`config.mk`:
```
export PLATFORM = sky130hd
export DESIGN_NAME = uart_packet_parser
export DESIGN_NICKNAME = d
export VERILOG_FILES = /design/src/rtl/uart_packet_parser.sv
export SDC_FILE = /design/constraint.sdc
export NUM_CORES = 1
export LEC_CHECK = 0
export BUFFER_PORTS_ARGS = -buffer_cell sky130_fd_sc_hd__buf_2
export CAP_MARGIN = 10
export CORE_MARGIN = 2
export CORE_UTILIZATION = 40
export DETAILED_ROUTE_END_ITERATION = 12
export PLACE_DENSITY = 0.69
export SYNTH_ARGS = -nofsm -noshare
export SYNTH_HDL_FRONTEND = slang
export SYNTH_SLANG_ARGS = --single-unit
```
`constraint.sdc`:
```
create_clock -name clk -period 3.1 [get_ports clk]
set_clock_uncertainty 0.15 [all_clocks]
set_input_delay 0.155 -clock clk [delete_from_list [all_inputs] [get_ports clk]]
set_output_delay 0.155 -clock clk [all_outputs]
set_load 0.005 [all_outputs]
```
`src/rtl/uart_packet_parser.sv`:
```
// Purpose: parses UART command packets (opcode, rsvd, 16-bit LE length, payload) into 33-bit ALU operand words; malformed packets are drained and flagged.
// Latency: an operand word is presented (valid_o) one cycle after the handshake of its final payload byte.
// Backpressure: rx_ready_o drops while a word waits in EMIT; ready_i is honoured only while valid_o is high.
// Optional: define PARSER_TIMEOUT_EN to abort a packet after TIMEOUT_CYCLES idle cycles between bytes.
module uart_packet_parser #(
  parameter logic [15:0] MAX_LEN        = 16'hFFFF,
  parameter logic [23:0] TIMEOUT_CYCLES = 24'd1_200_000
) (
  input  logic        clk,
  input  logic        rst,
  input  logic [7:0]  rx_data_i,
  input  logic        rx_valid_i,
  output logic        rx_ready_o,
  output logic [7:0]  opcode_o,
  output logic [32:0] data_o,
  output logic        first_o,
  output logic        last_o,
  output logic        valid_o,
  input  logic        ready_i,
  output logic        err_o,
  output logic        busy_o
);

  typedef enum logic [2:0] {
    S_IDLE, S_RSVD, S_LEN_LO, S_LEN_HI, S_PAYLOAD, S_EMIT, S_DRAIN
  } state_t;

  state_t      state_q, state_d;
  logic [7:0]  len_lo_q;
  logic [15:0] cnt_q;
  logic [31:0] word_q;
  logic [1:0]  byte_idx_q;
  logic        first_pend_q;
  logic        err_set;
  logic        tmo_hit;

  logic        rx_hs;
  logic [15:0] len;
  logic        len_ok;
  logic        is_ec, is_word_op;
  logic        word_done;
  logic [15:0] cnt_dec;
  logic [31:0] word_next;

  assign rx_ready_o = (state_q != S_EMIT);
  assign busy_o     = (state_q != S_IDLE);
  assign rx_hs      = rx_valid_i & rx_ready_o;

  assign len        = {rx_data_i, len_lo_q};
  assign is_ec      = (opcode_o == 8'hEC);
  assign is_word_op = (opcode_o == 8'hAD) || (opcode_o == 8'hAC);
  // (L-4) % 4 == 0 is the same as L % 4 == 0
  assign len_ok     = (len >= 16'd4) && (len <= MAX_LEN) &&
                      (is_ec ||
                       (is_word_op && (len >= 16'd8) && (len[1:0] == 2'b00)) ||
                       ((opcode_o == 8'hD1) && (len == 16'd12)));
  assign cnt_dec    = (cnt_q != 16'd0) ? cnt_q - 16'd1 : 16'd0;
  assign word_done  = (state_q == S_PAYLOAD) && rx_hs && (is_ec || (byte_idx_q == 2'd3));

  // Byte placement: EC bytes stand alone, others land little-endian by position
  always_comb begin
    word_next = word_q;
    if (is_ec) begin
      word_next = {24'd0, rx_data_i};
    end else begin
      word_next[byte_idx_q*8 +: 8] = rx_data_i;
    end
  end

`ifdef PARSER_TIMEOUT_EN
  logic [23:0] tmo_cnt_q;
  logic        tmo_counting;

  assign tmo_counting = (state_q == S_RSVD) || (state_q == S_LEN_LO) || (state_q == S_LEN_HI) ||
                        (state_q == S_PAYLOAD) || (state_q == S_DRAIN);
  assign tmo_hit      = tmo_counting && !rx_hs && (tmo_cnt_q == TIMEOUT_CYCLES);

  // Inter-byte idle counter: cleared by traffic or a state change, frozen in EMIT
  always_ff @(posedge clk or negedge rst) begin
    if (!rst) begin
      tmo_cnt_q <= 24'd0;
    end else if ((state_d != state_q) || rx_hs) begin
      tmo_cnt_q <= 24'd0;
    end else if (tmo_counting) begin
      tmo_cnt_q <= tmo_cnt_q + 24'd1;
    end
  end
`else
  // No idle abort in this build; the parameter only matters with the timeout enabled
  assign tmo_hit = (TIMEOUT_CYCLES == 24'd0) & 1'b0;
`endif

  // State register
  always_ff @(posedge clk or negedge rst) begin
    if (!rst) state_q <= S_IDLE;
    else      state_q <= state_d;
  end

  // Next-state decode and reject detection
  always_comb begin
    state_d = state_q;
    err_set = 1'b0;
    case (state_q)
      S_IDLE:   if (rx_hs) state_d = S_RSVD;
      S_RSVD:   if (rx_hs) state_d = S_LEN_LO;
      S_LEN_LO: if (rx_hs) state_d = S_LEN_HI;
      S_LEN_HI: begin
        if (rx_hs) begin
          if (len_ok) begin
            state_d = (len == 16'd4) ? S_IDLE : S_PAYLOAD;
          end else if (len <= 16'd4) begin
            // nothing to drain, reject right away
            state_d = S_IDLE;
            err_set = 1'b1;
          end else begin
            state_d = S_DRAIN;
          end
        end
      end
      S_PAYLOAD: if (word_done) state_d = S_EMIT;
      S_EMIT:    if (ready_i) state_d = last_o ? S_IDLE : S_PAYLOAD;
      S_DRAIN: begin
        if (rx_hs && (cnt_q <= 16'd1)) begin
          state_d = S_IDLE;
          err_set = 1'b1;
        end
      end
      default: state_d = S_IDLE;
    endcase
    if (tmo_hit) begin
      state_d = S_IDLE;
      err_set = 1'b1;
    end
  end

  // Header capture, payload packing, byte counting and the output word register
  always_ff @(posedge clk or negedge rst) begin
    if (!rst) begin
      opcode_o     <= 8'd0;
      len_lo_q     <= 8'd0;
      cnt_q        <= 16'd0;
      word_q       <= 32'd0;
      byte_idx_q   <= 2'd0;
      first_pend_q <= 1'b0;
      data_o       <= 33'd0;
      first_o      <= 1'b0;
      last_o       <= 1'b0;
      valid_o      <= 1'b0;
      err_o        <= 1'b0;
    end else begin
      err_o <= err_set;
      case (state_q)
        S_IDLE: begin
          if (rx_hs) begin
            opcode_o     <= rx_data_i;
            first_pend_q <= 1'b1;
            byte_idx_q   <= 2'd0;
            word_q       <= 32'd0;
          end
        end
        S_LEN_LO: if (rx_hs) len_lo_q <= rx_data_i;
        S_LEN_HI: if (rx_hs) cnt_q <= (len >= 16'd4) ? len - 16'd4 : 16'd0;
        S_PAYLOAD: begin
          if (rx_hs) begin
            word_q     <= word_next;
            byte_idx_q <= byte_idx_q + 2'd1;
            cnt_q      <= cnt_dec;
            if (word_done) begin
              data_o       <= {1'b0, word_next};
              first_o      <= first_pend_q;
              last_o       <= (cnt_dec == 16'd0);
              valid_o      <= 1'b1;
              first_pend_q <= 1'b0;
              byte_idx_q   <= 2'd0;
            end
          end
        end
        S_EMIT:  if (ready_i) valid_o <= 1'b0;
        S_DRAIN: if (rx_hs) cnt_q <= cnt_dec;
        default: ;
      endcase
      if (tmo_hit) begin
        word_q     <= 32'd0;
        byte_idx_q <= 2'd0;
      end
    end
  end

endmodule
```
==> results.toml, run 1 <==
[worst_hold_path]
hold_path_cell_cnt = 3
min_path_type = "input pin to flop"
worst_hold_startpoint = "rx_data_i[3]"
min_to = "len_lo_q[3]"

[worst_setup_path]
ff2ff_setup_slack_ns = 0.44
critPathLaunchType = "input pin"
worst-path-max-fanout = 13
crit-reg2reg-launch = "state_q[0]"
crit_path_dat_ns = 2.82
critical_path.endpoint_type = "flop"
path_common_cell = "sky130_fd_sc_hd__o21ai_1"
setup.worst_path.class = "input pin to flop"
critPathRequiredTime_ns = 3.24
reg2regPathDepth = 6
crit_chain = "dlygate4sd3_1 > buf_2 > nor3b_1 > buf_4 > and2_1 > o21ai_1 > o21ai_1 > a22o_1"
crit-reg2reg-capture = "word_q[1]"
crit_slowest_cell = "sky130_fd_sc_hd__o21ai_1"
slowest_delay_ns = 0.57

[power]
power.density_cell_area_nw_per_um2 = 772
power.ir.vdd_worst_v = 0.000325
total_leakage_power_nw = 2.98
fin_total_pwr_mw = 5.04

[drt]
drc_errors = 0
post_route_antenna_net_violation_count = 0
drt-initial-drc-count = 513
drt-pass1-iter-count = 5
routedWlPerCell_um = 18.7
detail_route.wirelength_um = 15800
routed-via-count = 4973
vias_per_cell = 5.91

[cts]
worst_setup_hold_path_clk_slew_ns = 0.07
cts_max_level = 3
tritoncts = "built"
clock_sink_count = 106
cts_root_buf = "sky130_fd_sc_hd__clkbuf_16"
clk-insertion-delay-late_ns = 0.36
clock_tree_buffer_depth = 2
post_cts_repair_resize_count = 0
cts_inserted_buffers = 9
cts_setup_buffers = 0

[flow_run]
max-cap-violations = 0

[timing]
achievable-frequency_ghz = 0.374
rsz_0062_raised_after_global_routing = "false"
fin_crit_ns = 2.68
max-slew-margin-rel_pct = 38.7
timing.final.setup_violations = 0
timing_hold_violations_final = 0
tightestPinTransition_ns = 0.920
report.final.slew_viol_count = 0
period_share_pct = 86.3
fin_setup_tns_ns = 0
hold_slack_ns = 0.0620

[floorplan]
core-area_um2 = 13900
floorplan.rows = 43
die_width_um = 124
chipHeight_um = 124
dieArea_um2 = 15300
num_io_pins = 59
initial_utilization_pct = 41.1

[synthesis]
synth_warnings = 0
postSynthNetCount = 632
synth-edff-count = 0
synth_cells = 607
avgSynthCellArea_um2 = 9.43
postSynthRegisterBits = 106
syn-cell-area_um2 = 5720
synth_async_sr_flop_share_pct = 100
synth-main-ff-cell = "sky130_fd_sc_hd__dfrtp_1"
synth_sequential_area_ratio_pct = 46.3
yosys.cell_types.count = 66

[grt]
groute.usage.overall_pct = 21.8
grt_pass1_vias = 4840
globalRouteOverflowTotal = 0
grt_start_max_net_pins = 59
wire_length_of_the_first_global_routing_pass_um = 25700
antenna_found_initial = 0

[placement]
buffer_ports.inserted = 57
dpl.hpwl_um = 10800
gp_congestion = 0.907

[finish]
drive_gt1_share_pct = 18.4
antenna-diode-count = 0
flow.area_growth_from_synthesis_pct = 14.2
net_count_of_the_finished_layout = 682

[outcome]
outcome = "finished clean"
repair_timing:
action / in CTS / in global routing
endpoints found under the hold margin: 59 / 0
hold buffers: 3 / 0
setup endpoints to repair: 0 / 0
power breakdown:
group	leakage (nW)	switching, mW	internal, mW
Sequential	1.41	0.427	1.67
Clock	0.139	0.551	0.581
Combinational	1.43	1.04	0.780
cells by family after synthesis:
| kind of cell | Yosys count | share of synthesized area (%) |
|---|---|---|
| AND/OR/NAND/NOR | 232 | 21.2 |
| AO/OA/AOI/OAI | 168 | 19.8 |
| flip-flops | 106 | 46.3 |
| buffers and inverters | 55 | 4.00 |
| multiplexers | 21 | 4.11 |
| adder cells (fa/ha/maj) | 13 | 2.84 |
| XOR/XNOR | 11 | 1.68 |
| other | 1 | 0.0655 |
worst max-delay path: cells and delay by family:
kind,cells,cell delay (ns)
AO/OA/AOI/OAI,3,1.18
buffers and inverters,3,0.90
AND/OR/NAND/NOR,2,0.58
layer usage:
layer / vias to the layer above / part of all wire, % / GRT usage [%] / wire [µm]
met3: 33 / 5.8 / 3.71 / 916
li1: 2291 / - / - / -
met5: - / 0 / 0 / 0
met4: 0 / 2.6 / 8.24 / 404
met1: 2460 / 43 / 29.6 / 6850
met2: 189 / 48 / 35.1 / 7580
how the worst max path moves through the flow:
stage | endpoint | slack [ns] | depth (start not counted) | start
after global routing | word_q[1] | 0.26 | 6 | state_q[0]
after detailed placement | word_q[2] | 0.49 | 6 | state_q[0]
final | word_q[1] | 0.42 | 8 | rx_valid_i
after CTS | word_q[1] | 0.44 | 8 | rx_valid_i
after global placement | last_o | 0.54 | 5 | cnt_q[0]
after floorplan | word_q[0] | 0.71 | 6 | byte_idx_q[0]
Yosys cell counts, drive strengths merged (5+ instances only):
| cell | count | share of area [%] |
|---|---|---|
| a21oi | 37 | 3.2 |
| a221oi | 11 | 1.7 |
| a22o | 25 | 3.8 |
| and2 | 6 | 0.66 |
| buf | 13 | 1.2 |
| clkbuf | 27 | 1.8 |
| dfrtp | 106 | 46 |
| ha | 13 | 2.8 |
| inv | 15 | 0.98 |
| mux2 | 20 | 3.9 |
| nand2 | 71 | 4.7 |
| nand3 | 6 | 0.52 |
| nand4 | 7 | 0.77 |
| nor2 | 53 | 3.5 |
| nor2b | 24 | 2.6 |
| nor3 | 14 | 1.2 |
| nor4 | 12 | 1.7 |
| o211ai | 5 | 0.66 |
| o21ai | 46 | 4.0 |
| o2bb2ai | 5 | 0.77 |
| xnor2 | 7 | 1.1 |
flip-flops by register name, indices dropped and copies added (netlist names):
name	cells
byte_idx_q	2
cnt_q	16
data_o	32
err_o	1
first_o	1
first_pend_q	1
last_o	1
len_lo_q	8
opcode_o	8
state_q	3
valid_o	1
word_q	32
cells in the final DEF, fill, tap and decap left out, types with 7 or more instances in the layout:
cell / n
sky130_fd_sc_hd__buf_2: 56
sky130_fd_sc_hd__nand4_1: 7
sky130_fd_sc_hd__nor3_1: 14
sky130_fd_sc_hd__nor2b_1: 24
sky130_fd_sc_hd__a21oi_1: 37
sky130_fd_sc_hd__dfrtp_1: 106
sky130_fd_sc_hd__clkbuf_16: 9
sky130_fd_sc_hd__buf_4: 19
sky130_fd_sc_hd__a221oi_1: 11
sky130_fd_sc_hd__nor4_1: 10
sky130_fd_sc_hd__mux2_2: 20
sky130_fd_sc_hd__o21ai_0: 42
sky130_fd_sc_hd__ha_1: 13
sky130_fd_sc_hd__nand2_1: 71
sky130_fd_sc_hd__a22o_1: 25
sky130_fd_sc_hd__nor2_1: 53
sky130_fd_sc_hd__inv_1: 15
sky130_fd_sc_hd__xnor2_1: 7
per-stage QoR:
stage                     setup WS, ns  util [%]  cell area (µm²)  instances
after global placement           0.538      44.6             6220        823
final                            0.424      46.9             6540        842
after floorplan                  0.714         -             5720        607
after CTS                        0.445      46.9             6540        842
after global routing             0.258      46.9             6540        842
after detailed placement         0.486      44.6             6220        823
cell type report:
class                   instances  area, µm²
repair buffers                 79        473
clock inverters                 5       45.0
multi-input cells             446       2840
flip-flops and latches        106       2650
inverters                      15       56.3
fillers                      1321       7400
clock buffers                  11        243
well taps                     180        225
Note: power is estimated with default switching activity, not from simulation.
==> run 2, diff against run 1 <==
Settings changed: REMOVE_ABC_BUFFERS from default to 1.
==> run 2 against run 1 <==
Final area grew 0.52%; total power increased by 3.1%; critical path type is now flop to flop; combinational power about the same; critical endpoint is now cnt_q[14]; core utilization is 0.24 points higher; largest power group unchanged; register-to-register slack barely moved; final cell count is 0.12% lower; highest routed layer unchanged; global-route usage increased by 0.11 points.
==> results.toml, run 2 (synthesized netlist as in run 1, its figures left out) <==
[timing]
report.final.slew_viol_count = 0
rsz_0062_raised_after_global_routing = "false"
period_share_pct = 85.4
hold_slack_ns = 0.0277
max-slew-margin-rel_pct = 41.6
fin_setup_tns_ns = 0
timing.final.setup_violations = 0
tightestPinTransition_ns = 0.876
timing_hold_violations_final = 0
fin_crit_ns = 2.65
achievable-frequency_ghz = 0.378

[cts]
cts_setup_buffers = 0
cts_max_level = 3
clock_tree_buffer_depth = 2
clock_sink_count = 106
cts_inserted_buffers = 9
clk-insertion-delay-late_ns = 0.35
tritoncts = "built"
worst_setup_hold_path_clk_slew_ns = 0.07
cts_root_buf = "sky130_fd_sc_hd__clkbuf_16"

[drt]
detail_route.wirelength_um = 16100
routedWlPerCell_um = 19.1
drt-initial-drc-count = 463
post_route_antenna_net_violation_count = 0
routed-via-count = 4984
drc_errors = 0
vias_per_cell = 5.93
drt-pass1-iter-count = 5

[worst_setup_path]
critPathRequiredTime_ns = 3.19
critPathLaunchType = "flop"
worst-path-max-fanout = 14
crit_path_dat_ns = 2.73
crit-reg2reg-capture = "cnt_q[14]"
critical_path.endpoint_type = "flop"
crit-reg2reg-launch = "cnt_q[0]"
worst_path_buf_inv = 1
ff2ff_setup_slack_ns = 0.45
reg2regPathDepth = 7
crit_slowest_cell = "sky130_fd_sc_hd__dfrtp_1"
crit_chain = "inv_1 > ha_1 > nor3b_1 > nand2_1 > nor3_1 > o21ai_0 > a221o_1"
setup.worst_path.class = "flop to flop"
slowest_delay_ns = 0.47
cpLargestDelayFamily = "simple AND/OR/NAND/NOR gates"

[grt]
antenna_found_initial = 0
grt_pass1_vias = 4806
grt_start_max_net_pins = 45
globalRouteOverflowTotal = 0
wire_length_of_the_first_global_routing_pass_um = 25800
groute.usage.overall_pct = 21.9

[worst_hold_path]
worst_hold_startpoint = "rx_valid_i"
hold_path_cell_cnt = 3
min_to = "err_o"
min_path_type = "input pin to flop"

[finish]
most-common-layout-cells = "sky130_fd_sc_hd__dfrtp_1 (106), sky130_fd_sc_hd__nand2_1 (71), sky130_fd_sc_hd__buf_2 (56)"
mostFrequentLayoutCell = "sky130_fd_sc_hd__dfrtp_1"
drive_gt1_share_pct = 18.6
largestRegisters = "data_o (32), word_q (32), cnt_q (16)"
flow.area_growth_from_synthesis_pct = 14.8
final_util_pct = 47.1
net_count_of_the_finished_layout = 682
antenna-diode-count = 0

[floorplan]
core-area_um2 = 13900
chipHeight_um = 124
die_width_um = 124
dieArea_um2 = 15300
initial_utilization_pct = 41.1
num_io_pins = 59
floorplan.rows = 43

[placement]
dpl.hpwl_um = 11300
buffer_ports.inserted = 57
gp_congestion = 0.873

[power]
power.ir.vdd_worst_v = 0.000312
total_leakage_power_nw = 3.00
power.density_cell_area_nw_per_um2 = 791

[outcome]
outcome = "finished clean"

[flow_run]
max-cap-violations = 0
[run 2: changes by cell type in the layout (fill, tap and decap cells not counted), sizes merged]
cell         change
buf              +1
bufinv           +2
clkbuf           -1
clkinvlp         -1
dlygate4sd3      -1
inv              -1
[run 2: final cells by class]
type | instances | area (µm²)
fillers | 1317 | 7360
clock buffers | 10 | 239
well taps | 180 | 225
repair buffers | 79 | 470
clock inverters | 5 | 85.1
flip-flops and latches | 106 | 2650
inverters | 15 | 56.3
multi-input cells | 446 | 2840
[run 2: per-layer routing]
layer / vias to the layer above / share of wire (%) / global-route usage, %
li1: 2292 / - / -
met1: 2470 / 45 / 30.8
met2: 194 / 45 / 33.1
met3: 28 / 7.3 / 4.99
met4: 0 / 1.9 / 8.24
met5: - / 0 / 0
[run 2: worst max path at each step]
stage               cells after the start    endpoint       start  slack, ns
floorplan                               4  data_o[12]  state_q[1]       0.55
global placement                        7   cnt_q[14]    cnt_q[0]       0.59
detailed placement                      7   cnt_q[14]    cnt_q[0]       0.48
CTS                                     7   cnt_q[14]    cnt_q[0]       0.47
global route                            7   cnt_q[14]    cnt_q[0]       0.20
finish                                  7   cnt_q[14]    cnt_q[0]       0.45
[run 2: worst register-to-register path: stages (launching register included)]
cell and delay (ns):
sky130_fd_sc_hd__dfrtp_1 0.47, sky130_fd_sc_hd__inv_1 0.16, sky130_fd_sc_hd__ha_1 0.47, sky130_fd_sc_hd__nor3b_1 0.43
sky130_fd_sc_hd__nand2_1 0.22, sky130_fd_sc_hd__nor3_1 0.18, sky130_fd_sc_hd__o21ai_0 0.09, sky130_fd_sc_hd__a221o_1 0.37
[run 2: power breakdown]
group	total, mW	switching, mW	internal [mW]
logic	1.83	1.06	0.775
registers	2.11	0.438	1.67
clock network	1.26	0.529	0.733
[run 2: metrics by stage]
| stage | power (mW) | worst slack, ns | area [µm²] | cells |
|---|---|---|---|---|
| 5_1_grt | 5.50 | 0.195 | 6570 | 841 |
| 3_5_place_dp | 3.91 | 0.485 | 6230 | 824 |
| 3_3_place_gp | 3.87 | 0.593 | 6230 | 824 |
| 2_1_floorplan | 3.20 | 0.551 | 5550 | 567 |
| 6_report | 5.20 | 0.454 | 6570 | 841 |
| 4_1_cts | 5.19 | 0.468 | 6570 | 841 |
[run 2: timing repair]
item                                    4_1_cts  5_1_grt
hold endpoints to repair                     40        0
endpoints found under the setup margin        0        0
resized for setup                             0        0
hold buffers                                  2        0
